## config.mk

```make
export PLATFORM = sky130hd
export DESIGN_NAME = seq_univ_reg_rst
export DESIGN_NICKNAME = d
export VERILOG_FILES = /design/src/rtl/seq_univ_reg_rst.sv
export SDC_FILE = /design/constraint.sdc
export NUM_CORES = 1
export LEC_CHECK = 0
export BUFFER_PORTS_ARGS = -buffer_cell sky130_fd_sc_hd__clkbuf_2
export CAP_MARGIN = 20
export CORE_UTILIZATION = 40
export DETAILED_ROUTE_END_ITERATION = 7
export GPL_TIMING_DRIVEN = 0
export SLEW_MARGIN = 25
export SYNTH_ARGS = -nofsm -noshare
export SYNTH_HDL_FRONTEND = slang
export SYNTH_SLANG_ARGS = --single-unit
```

## constraint.sdc

```tcl
create_clock -name clk -period 2.5 [get_ports clk]
set_input_delay 0.25 -clock clk [delete_from_list [all_inputs] [get_ports clk]]
set_output_delay 0.25 -clock clk [all_outputs]
set_load 0.02 [all_outputs]
```

## src/rtl/seq_univ_reg_rst.sv

```systemverilog
// seq_univ_reg_rst: WIDTH-bit clocked universal register.
// Modes are hold, parallel load, shift left/right with serial fill,
// rotate left/right and modulo up/down count. There is a synchronous reset and a
// global clock enable. The terminal-count flag tc looks ahead: it is high
// when the next enabled count in the selected direction would wrap.
module seq_univ_reg_rst #(
   parameter int          WIDTH   = 8,       // register width, 2..64
   parameter logic [63:0] RST_VAL = 64'd0    // reset value, truncated to WIDTH
) (
   input  logic             clk,
   input  logic             rst,
   input  logic             en,
   input  logic [2:0]       mode,
   input  logic [WIDTH-1:0] d,
   input  logic             sin_l,
   input  logic             sin_r,
   output logic [WIDTH-1:0] q,
   output logic             sout_l,
   output logic             sout_r,
   output logic             tc
);

   typedef enum logic [2:0] {
      MODE_HOLD  = 3'b000,
      MODE_LOAD  = 3'b001,
      MODE_SHL   = 3'b010,
      MODE_SHR   = 3'b011,
      MODE_ROL   = 3'b100,
      MODE_ROR   = 3'b101,
      MODE_UP    = 3'b110,
      MODE_DOWN  = 3'b111
   } mode_t;

   localparam logic [WIDTH-1:0] RST_Q = RST_VAL[WIDTH-1:0];

   mode_t            mode_sel;
   logic [WIDTH-1:0] q_reg;
   logic [WIDTH-1:0] q_next;
   logic [WIDTH-1:0] shl_val;
   logic [WIDTH-1:0] shr_val;
   logic [WIDTH-1:0] rol_val;
   logic [WIDTH-1:0] ror_val;

   assign mode_sel = mode_t'(mode);

   // Per-bit neighbour selection for the shift and rotate paths; the end bits
   // take either the serial input or the wrapped-around opposite end.
   generate
      for (genvar gi = 0; gi < WIDTH; gi++) begin : g_bit
         if (gi == 0) begin : g_lsb
            assign shl_val[gi] = sin_l;
            assign rol_val[gi] = q_reg[WIDTH-1];
         end else begin : g_lsb_inner
            assign shl_val[gi] = q_reg[gi-1];
            assign rol_val[gi] = q_reg[gi-1];
         end
         if (gi == WIDTH-1) begin : g_msb
            assign shr_val[gi] = sin_r;
            assign ror_val[gi] = q_reg[0];
         end else begin : g_msb_inner
            assign shr_val[gi] = q_reg[gi+1];
            assign ror_val[gi] = q_reg[gi+1];
         end
      end
   endgenerate

   // Mode-selected next state used when the register is enabled.
   always_comb begin
      q_next = q_reg;
      case (mode_sel)
         MODE_HOLD: q_next = q_reg;
         MODE_LOAD: q_next = d;
         MODE_SHL:  q_next = shl_val;
         MODE_SHR:  q_next = shr_val;
         MODE_ROL:  q_next = rol_val;
         MODE_ROR:  q_next = ror_val;
         MODE_UP:   q_next = q_reg + {{(WIDTH-1){1'b0}}, 1'b1};
         MODE_DOWN: q_next = q_reg - {{(WIDTH-1){1'b0}}, 1'b1};
         default:   q_next = q_reg;
      endcase
   end

   // State register: reset beats enable, and enable beats mode.
   always_ff @(posedge clk) begin
      if (rst) begin
         q_reg <= RST_Q;
      end else if (en) begin
         q_reg <= q_next;
      end
   end

   // Terminal count looks at the mode and q only, independent of en.
   always_comb begin
      tc = 1'b0;
      if (mode_sel == MODE_UP) begin
         tc = &q_reg;
      end else if (mode_sel == MODE_DOWN) begin
         tc = ~|q_reg;
      end
   end

   assign q      = q_reg;
   assign sout_l = q_reg[WIDTH-1];
   assign sout_r = q_reg[0];

endmodule

```

==> results.txt, run 1 <==
----------------------------------------------------
[Power and ir drop]
  Power density over cell area ... 397 nW/um^2
  P_leak ... 0.484 nW
  Peak VDD IR ... 0.194 mV
  Tot Pwr ... 0.000436 W

[Timing]
  RSZ-0062 raised after global routing ... no
  Clk_skew ... 0.00476 ns
  Final-report setup violation count ... 0
  Hold Vio Cnt, Final ... 0
  Least-Margin Pin Slew ... 1.05 ns
  Timing-limited maximum frequency ... 482 MHz
  Max-slew violation total from the final report ... 0
  Setup TNS after final layout ... 0 ns
  Final cycle utilization of the critical path ... 0.830
  Worst setup slack after layout ... 0.426 ns
  Tightest slew margin relative to the limit ... 0.294
  Min Tclk post-route ... 2.07 ns

[Logic synthesis]
  Synth top area cells ... sky130_fd_sc_hd__dfxtp_1 17%, sky130_fd_sc_hd__a21oi_1 7.6%, sky130_fd_sc_hd__mux2i_1 7.6%
  Yosys reg bits ... 8
  Number of enable-type register cells in the synthesized netlist ... 0
  Async SR Flop Fraction ... 0
  Adder-cell share of the synthesized area ... 0.0243
  Compound-cell area share of the yosys netlist ... 0.312
  Synth Net Count ... 146
  Multiplexer fraction of the synthesized cell area ... 0.112
  Count of yosys warnings during synthesis ... 0
  Combinational family with the most area after synthesis ... compound AO/OA/AOI/OAI gates
  Post-synthesis instance total ... 129
  Fraction of synthesized cell area taken by the top area cell type ... 0.173
  Largest area contributor in the netlist ... sky130_fd_sc_hd__dfxtp_1
  Share of the yosys chip area belonging to registers ... 0.173
  Simple-gate area share of the yosys netlist ... 0.276
  Netlist area before placement ... 926 sq um
  Netlist cell types ... 46
  Top FF cell, synth ... sky130_fd_sc_hd__dfxtp_1
  Mapped Avg Cell Area ... 7.18 sq um
  Post-Synth XOR/XNOR Area ... 0.00946

[Floorplan]
  Area of the die ... 2510 sq um
  Top-level port count ... 27
  Chip height ... 50.1 um
  Core area ... 2190 sq um
  Initial standard-cell utilization of the core ... 0.423
  Number of placement rows ... 17
  Die outline width ... 50.1 um

[Global routing]
  Initial antenna violation count ... 0
  Number of global-route vias before repair ... 959
  Most utilized layer in the global route result ... met2
  M2 GR Usage ... 0.362
  Global-route wire length before repair ... 4530 um
  Grt met1 use ... 0.305
  Total grt overflow ... 0
  Overall routing resource usage ... 0.239
  Pin count of the biggest net entering global routing ... 11
  Met3 Usage GRT ... 0.0586

[Final layout]
  Ratio of cells with drive above 1 in the final layout ... 0.265
  Number of flip-flops in the largest register ... 8
  Total area of sequential cells ... 160 sq um
  Cell Count, Final, Fillers Out ... 183
  Most common cell after layout, fill and taps aside ... sky130_fd_sc_hd__clkbuf_2
  Count of fill cells added during filler insertion ... 230
  Synth-to-layout area growth ... 18.6%
  Highest-count cells in the layout ignoring fill and taps ... 23 x sky130_fd_sc_hd__clkbuf_2, 16 x sky130_fd_sc_hd__nor2_1, 14 x sky130_fd_sc_hd__a21oi_1, 8 x sky130_fd_sc_hd__dfxtp_1, 7 x sky130_fd_sc_hd__mux2i_1
  Diode insertion count for antenna repair ... 0
  Footprint of the multi-input gates ... 679 sq um
  Number of nets in the final layout ... 174

[Hold path]
  Worst hold path depth ... 4
  Worst-case hold path end point ... q[0]$_SDFFE_PP0P_
  Worst Min Path Start ... d[0]
  Worst hold path class ... in2reg

[Worst setup path]
  Slowest stage cell on the critical path ... sky130_fd_sc_hd__mux2_1
  Worst Path Buf+Inv ... 1
  Worst reg-to-reg setup slack ... 0.43 ns
  Cells along the critical path ... buf_2, nand3_1, xnor2_1, ha_1, and3_1, nand4_1, o41ai_2, mux2_1, nor4_1
  Largest fanout on the critical path ... 10
  Crit path largest cell delay ... 0.36 ns
  Endpoint kind of the worst setup timing path ... register
  Worst path required time ... 2.66 ns
  Startpoint types ... input port
  Path depth of the worst reg2reg path ... 6
  Cell class contributing the biggest share of worst-path delay ... simple AND/OR/NAND/NOR gates
  Crit Reg-Reg Startpoint ... q[1]$_SDFFE_PP0P_
  Terminus of the critical flop-to-flop path ... q[6]$_SDFFE_PP0P_
  Critical path start-end classification ... in2reg
  CP arrival ... 2.23 ns

[Clocking]
  CTS H-tree depth ... 1
  Number of buffers added to fix hold violations after cts ... 0
  Max Buffers Root-to-Sink ... 2
  Clock transition at the registers of the reported paths ... 0.06 ns
  Number of buffers inserted by post-CTS setup repair ... 0
  Clock tree from TritonCTS ... done
  Root buffer selected by CTS ... sky130_fd_sc_hd__clkbuf_4
  Number of sinks driven by the clock tree ... 8
  Source-to-sink clock delay at the later pin of the worst-skew pair ... 0.26 ns
  Cts bufs inserted ... 3
  Number of instances resized during post-cts repair ... 0

[Run status]
  Status ... complete, no violations

[Placed design]
  Total instance count after detailed placement ... 180
  Dpl hpwl ... 1960 um
  I/O Buffers ... 23
  RePlAce Congestion ... 0.884
  Post-Place Setup Slack ... 0.165 ns

[Job]
  Max-Cap Viols ... 0

[Route]
  Detailed router's first-iteration violation count ... 19
  DRT antenna net count ... 0
  Via density per instance ... 5.76
  Number of search-and-repair iterations in the first detailed-routing pass ... 4
  Routed length per placed instance ... 14.8 um
  Overall routed net length ... 2700 um
  Vias ... 1054
  Post-route DRC violation count ... 0

----------------------------------------------------
## area by class of cell
type,count,area share
plain buffers,13,0.0615
well taps,28,0.0319
flip-flops and latches,8,0.146
multi-input cells,103,0.618
inverters,5,0.0171
repair buffers,23,0.105
clock buffers,3,0.0205
## logic make-up (layout without fill, tap and decap cells)
logic type | Yosys count | after routing
mux | 10 | 10
buf+inv | 18 | 44
fa+ha+maj | 2 | 2
xor+xnor | 1 | 1
compound gates | 42 | 42
simple gates | 48 | 48
flops | 8 | 8
## metal layers
layer	part of all wire	wire, um
met2	0.45	1200
met1	0.48	1300
met4	0.023	63
met3	0.048	130
met5	0	0
## worst max path at each step
stage / slack, ns / to / cells past startpoint / startpoint
after floorplan: 0.48 / q[6]$_SDFFE_PP0P_ / 9 / mode[0]
after global placement: 0.21 / q[6]$_SDFFE_PP0P_ / 9 / mode[0]
after detailed placement: 0.17 / q[6]$_SDFFE_PP0P_ / 9 / mode[0]
after CTS: 0.43 / q[6]$_SDFFE_PP0P_ / 6 / q[1]$_SDFFE_PP0P_
after global routing: 0.24 / q[6]$_SDFFE_PP0P_ / 9 / mode[0]
final: 0.43 / q[6]$_SDFFE_PP0P_ / 9 / mode[0]
## cells in the mapped netlist, types with 2 or more instances
cell and n:
sky130_fd_sc_hd__a211oi_1 4, sky130_fd_sc_hd__a21oi_1 14, sky130_fd_sc_hd__a22oi_1 4, sky130_fd_sc_hd__and3_1 2, sky130_fd_sc_hd__buf_2 6, sky130_fd_sc_hd__buf_4 3
sky130_fd_sc_hd__clkbuf_1 4, sky130_fd_sc_hd__dfxtp_1 8, sky130_fd_sc_hd__inv_1 4, sky130_fd_sc_hd__mux2_2 2, sky130_fd_sc_hd__mux2i_1 7, sky130_fd_sc_hd__nand2_1 5
sky130_fd_sc_hd__nand2b_1 3, sky130_fd_sc_hd__nand3_1 6, sky130_fd_sc_hd__nand4_1 2, sky130_fd_sc_hd__nand4b_1 2, sky130_fd_sc_hd__nor2_1 16, sky130_fd_sc_hd__nor3_1 4
sky130_fd_sc_hd__o21ai_0 4, sky130_fd_sc_hd__o22ai_1 2, sky130_fd_sc_hd__or3_1 2
## worst reg2reg max path: cells and delay by family (launching register included)
kind	cells	cell delay, ns
mux	1	0.36
compound gates	1	0.25
flops	1	0.31
buf+inv	1	0.16
simple gates	3	0.88
## stage by stage
step	area (sq um)	hold WS, ns	util
floorplan	926	0.520	-
global placement	1080	0.586	0.491
finish	1100	0.394	0.501
global route	1100	0.414	0.501
detailed placement	1080	0.598	0.491
CTS	1100	0.387	0.501
## power breakdown
group          switching, W  internal, W
Clock             0.0000523    0.0000555
Combinational      0.000103    0.0000712
Sequential        0.0000166     0.000137
(Power assumes the default switching activity.)
==> inputs of run 2 (changes only) <==
Settings changed: ABC_AREA from default to 1, PLACE_DENSITY from default to 0.65.
Clock period 2.5 ns to 1.7 ns, I/O delays scaled along.
==> results.txt, run 2 <==
----------------------------------------------------
[Run status]
  Status ... complete, no violations

[Logic synthesis]
  Netlist area before placement ... 1060 sq um (+15%)
  Netlist cell types ... 36 (-22%)
  Async SR Flop Fraction ... 0 (unchanged)
  Top FF cell, synth ... sky130_fd_sc_hd__dfxtp_1
  Share of the yosys chip area belonging to registers ... 0.151 (-0.0224)
  Mapped Avg Cell Area ... 6.22 sq um (-13%)
  Post-synthesis instance total ... 171 (+33%)
  Most instantiated cells after synthesis ... 48 x sky130_fd_sc_hd__nand2_1, 26 x sky130_fd_sc_hd__inv_1, 17 x sky130_fd_sc_hd__nand3_1
  Fraction of synthesized cell area taken by the top area cell type ... 0.169 (-0.00356)
  Synth Net Count ... 188 (+29%)
  Count of yosys warnings during synthesis ... 0 (unchanged)
  Largest area contributor in the netlist ... sky130_fd_sc_hd__nand2_1
  Synth top area cells ... sky130_fd_sc_hd__nand2_1 17%, sky130_fd_sc_hd__dfxtp_1 15%, sky130_fd_sc_hd__inv_1 9.2%
  Yosys reg bits ... 8 (unchanged)
  Count leader, synth ... sky130_fd_sc_hd__nand2_1
  Number of enable-type register cells in the synthesized netlist ... 0 (unchanged)

[Timing]
  RSZ-0062 raised after global routing ... yes
  Final-report setup violation count ... 0 (unchanged)
  Least-Margin Pin Slew ... 0.376 ns (-0.674 ns)
  Min Tclk post-route ... 1.65 ns
  Timing-limited maximum frequency ... 608 MHz
  Clk_skew ... 0.00406 ns (-0.000701 ns)
  Hold Vio Cnt, Final ... 0 (unchanged)
  Final cycle utilization of the critical path ... 0.968
  Setup TNS after final layout ... 0 ns (unchanged)
  Tightest slew margin relative to the limit ... 0.747 (+0.454)
  Max-slew violation total from the final report ... 0 (unchanged)

[Final layout]
  Ratio of cells with drive above 1 in the final layout ... 0.371 (+0.107)
  Cell Count, Final, Fillers Out ... 232 (+27%)
  Highest-count cells in the layout ignoring fill and taps ... 44 x sky130_fd_sc_hd__nand2_1, 23 x sky130_fd_sc_hd__inv_1, 22 x sky130_fd_sc_hd__clkbuf_2, 14 x sky130_fd_sc_hd__nand3_1, 13 x sky130_fd_sc_hd__nand2_2
  Synth-to-layout area growth ... 26.1%
  Number of flip-flops in the largest register ... 8 (unchanged)
  Number of nets in the final layout ... 221 (+27%)
  Most common cell after layout, fill and taps aside ... sky130_fd_sc_hd__nand2_1
  Diode insertion count for antenna repair ... 0 (unchanged)

[Power and ir drop]
  Sw Share ... 0.414 (+0.0195)
  Power density over cell area ... 505 nW/um^2 (+27%)
  Switching Power ... 0.000280 W (+63%)
  P_leak ... 0.668 nW (+38%)
  Clock network fraction of total power ... 0.221 (-0.026)
  Internal power summed over all cells ... 0.000397 W (+50%)
  Part of the total power dissipated in combinational logic ... 0.436 (+0.037)
  Peak VDD IR ... 0.325 mV (+68%)
  Flop pwr share ... 0.343 (-0.010)

[Placed design]
  Dpl hpwl ... 2100 um (+7.1%)
  Total instance count after detailed placement ... 224 (+24%)
  I/O Buffers ... 23 (unchanged)
  RePlAce Congestion ... 0.851 (-3.7%)

[Worst setup path]
  Endpoint kind of the worst setup timing path ... primary output
  Crit Reg-Reg Startpoint ... q[1]$_SDFFE_PP0P_
  CP Launch Point ... q[7]$_SDFFE_PP0P_
  CP arrival ... 1.48 ns (-0.75 ns)
  Largest fanout on the critical path ... 8 (-2)
  Critical path start-end classification ... reg2out
  Worst path required time ... 1.53 ns (-1.13 ns)
  Startpoint types ... register

[Route]
  Vias ... 1214 (+15%)
  Overall routed net length ... 2780 um (+3.1%)
  Routed length per placed instance ... 12.0 um (-19%)
  DRT antenna net count ... 0 (unchanged)
  Number of search-and-repair iterations in the first detailed-routing pass ... 4 (unchanged)
  Post-route DRC violation count ... 0 (unchanged)
  Detailed router's first-iteration violation count ... 23 (+4)
  Via density per instance ... 5.23 (-9.1%)

[Hold path]
  Worst hold path class ... in2reg
  Worst Min Path Start ... d[1]

[Clocking]
  Number of sinks driven by the clock tree ... 8 (unchanged)
  Source-to-sink clock delay at the later pin of the worst-skew pair ... 0.26 ns (about the same)
  Max Buffers Root-to-Sink ... 2 (unchanged)
  Cts bufs inserted ... 3 (unchanged)
  Root buffer selected by CTS ... sky130_fd_sc_hd__clkbuf_4
  Clock transition at the registers of the reported paths ... 0.06 ns (about the same)
  Clock tree from TritonCTS ... done
  Number of buffers added to fix hold violations after cts ... 0 (unchanged)
  CTS H-tree depth ... 1 (unchanged)

[Global routing]
  Initial antenna violation count ... 0 (unchanged)
  Pin count of the biggest net entering global routing ... 11 (unchanged)
  Global-route wire length before repair ... 4360 um (-3.8%)
  Total grt overflow ... 0 (unchanged)
  Number of global-route vias before repair ... 1055 (+10%)
  Overall routing resource usage ... 0.206 (-0.0329)

[Floorplan]
  Die outline width ... 53.6 um (+6.9%)
  Core area ... 2500 sq um (+14%)
  Area of the die ... 2870 sq um (+14%)
  Chip height ... 53.6 um (+6.9%)
  Top-level port count ... 27 (unchanged)
  Number of placement rows ... 18 (+1)
  Initial standard-cell utilization of the core ... 0.425 (+0.00281)

[Job]
  Max-Cap Viols ... 0 (unchanged)

----------------------------------------------------
-- run 2: final timing paths --
path,end,slack (ns),depth (start not counted)
max,tc,0.05,3
min,q[1]$_SDFFE_PP0P_,0.16,3
max reg2reg,q[4]$_SDFFE_PP0P_,0.10,15
min reg2reg,q[4]$_SDFFE_PP0P_,0.59,2
-- run 2: critical path, stage by stage (launching register included) --
cell	delay, ns
sky130_fd_sc_hd__dfxtp_1	0.53
sky130_fd_sc_hd__nand4_1	0.18
sky130_fd_sc_hd__o41ai_2	0.31
sky130_fd_sc_hd__buf_4	0.19
-- run 2: power groups by stage --
stage / clock [W] / combinational (W) / sequential, W
after floorplan: 0 / 0.000190 / 0.000240
after global placement: 0 / 0.000266 / 0.000231
after detailed placement: 0 / 0.000272 / 0.000232
after CTS: 0.000154 / 0.000273 / 0.000230
after global routing: 0.000165 / 0.000325 / 0.000234
final: 0.000150 / 0.000295 / 0.000232
-- run 2: repair_timing --
action / CTS / global route
buffers inserted: 1 / 5
endpoints found under the setup margin: 3 / 5
pin swaps: 1 / 6
resized for setup: 3 / 16
-- run 2: layout make-up --
class | count | area [sq um]
Multi-Input combinational cell | 127 | 786
Clock buffer | 3 | 22.5
Timing Repair Buffer | 29 | 163
Buffer | 5 | 48.8
Inverter | 30 | 120
Fill cell | 271 | 1160
Tap cell | 30 | 37.5
Sequential cell | 8 | 164
-- run 2: kinds of logic after synthesis --
| logic type | after synthesis | share of synthesized area |
|---|---|---|
| buf+inv | 36 | 0.160 |
| simple gates | 93 | 0.453 |
| flops | 8 | 0.151 |
| fa+ha+maj | 1 | 0.0118 |
| compound gates | 33 | 0.225 |
-- run 2: layer usage --
| metal | GRT usage | vias up | part of all wire | routed length, um |
|---|---|---|---|---|
| met5 | 0 | - | 0 | 0 |
| met4 | 0.114 | 0 | 0.012 | 34 |
| met3 | 0.0141 | 6 | 0.041 | 113 |
| met2 | 0.344 | 34 | 0.48 | 1340 |
| met1 | 0.261 | 537 | 0.47 | 1300 |
| li1 | - | 637 | - | - |
-- run 2: per-stage QoR --
| step | setup WS (ns) | power (W) | hold WS [ns] | area (sq um) | utilization |
|---|---|---|---|---|---|
| finish | 0.0548 | 0.000677 | 0.156 | 1340 | 0.537 |
| global route | -0.0360 | 0.000725 | 0.177 | 1340 | 0.537 |
| CTS | 0.00568 | 0.000657 | 0.151 | 1260 | 0.503 |
| detailed placement | -0.0814 | 0.000503 | 0.435 | 1220 | 0.489 |
| global placement | -0.0847 | 0.000498 | 0.434 | 1220 | 0.489 |
| floorplan | 0.0166 | 0.000430 | 0.232 | 1070 | - |
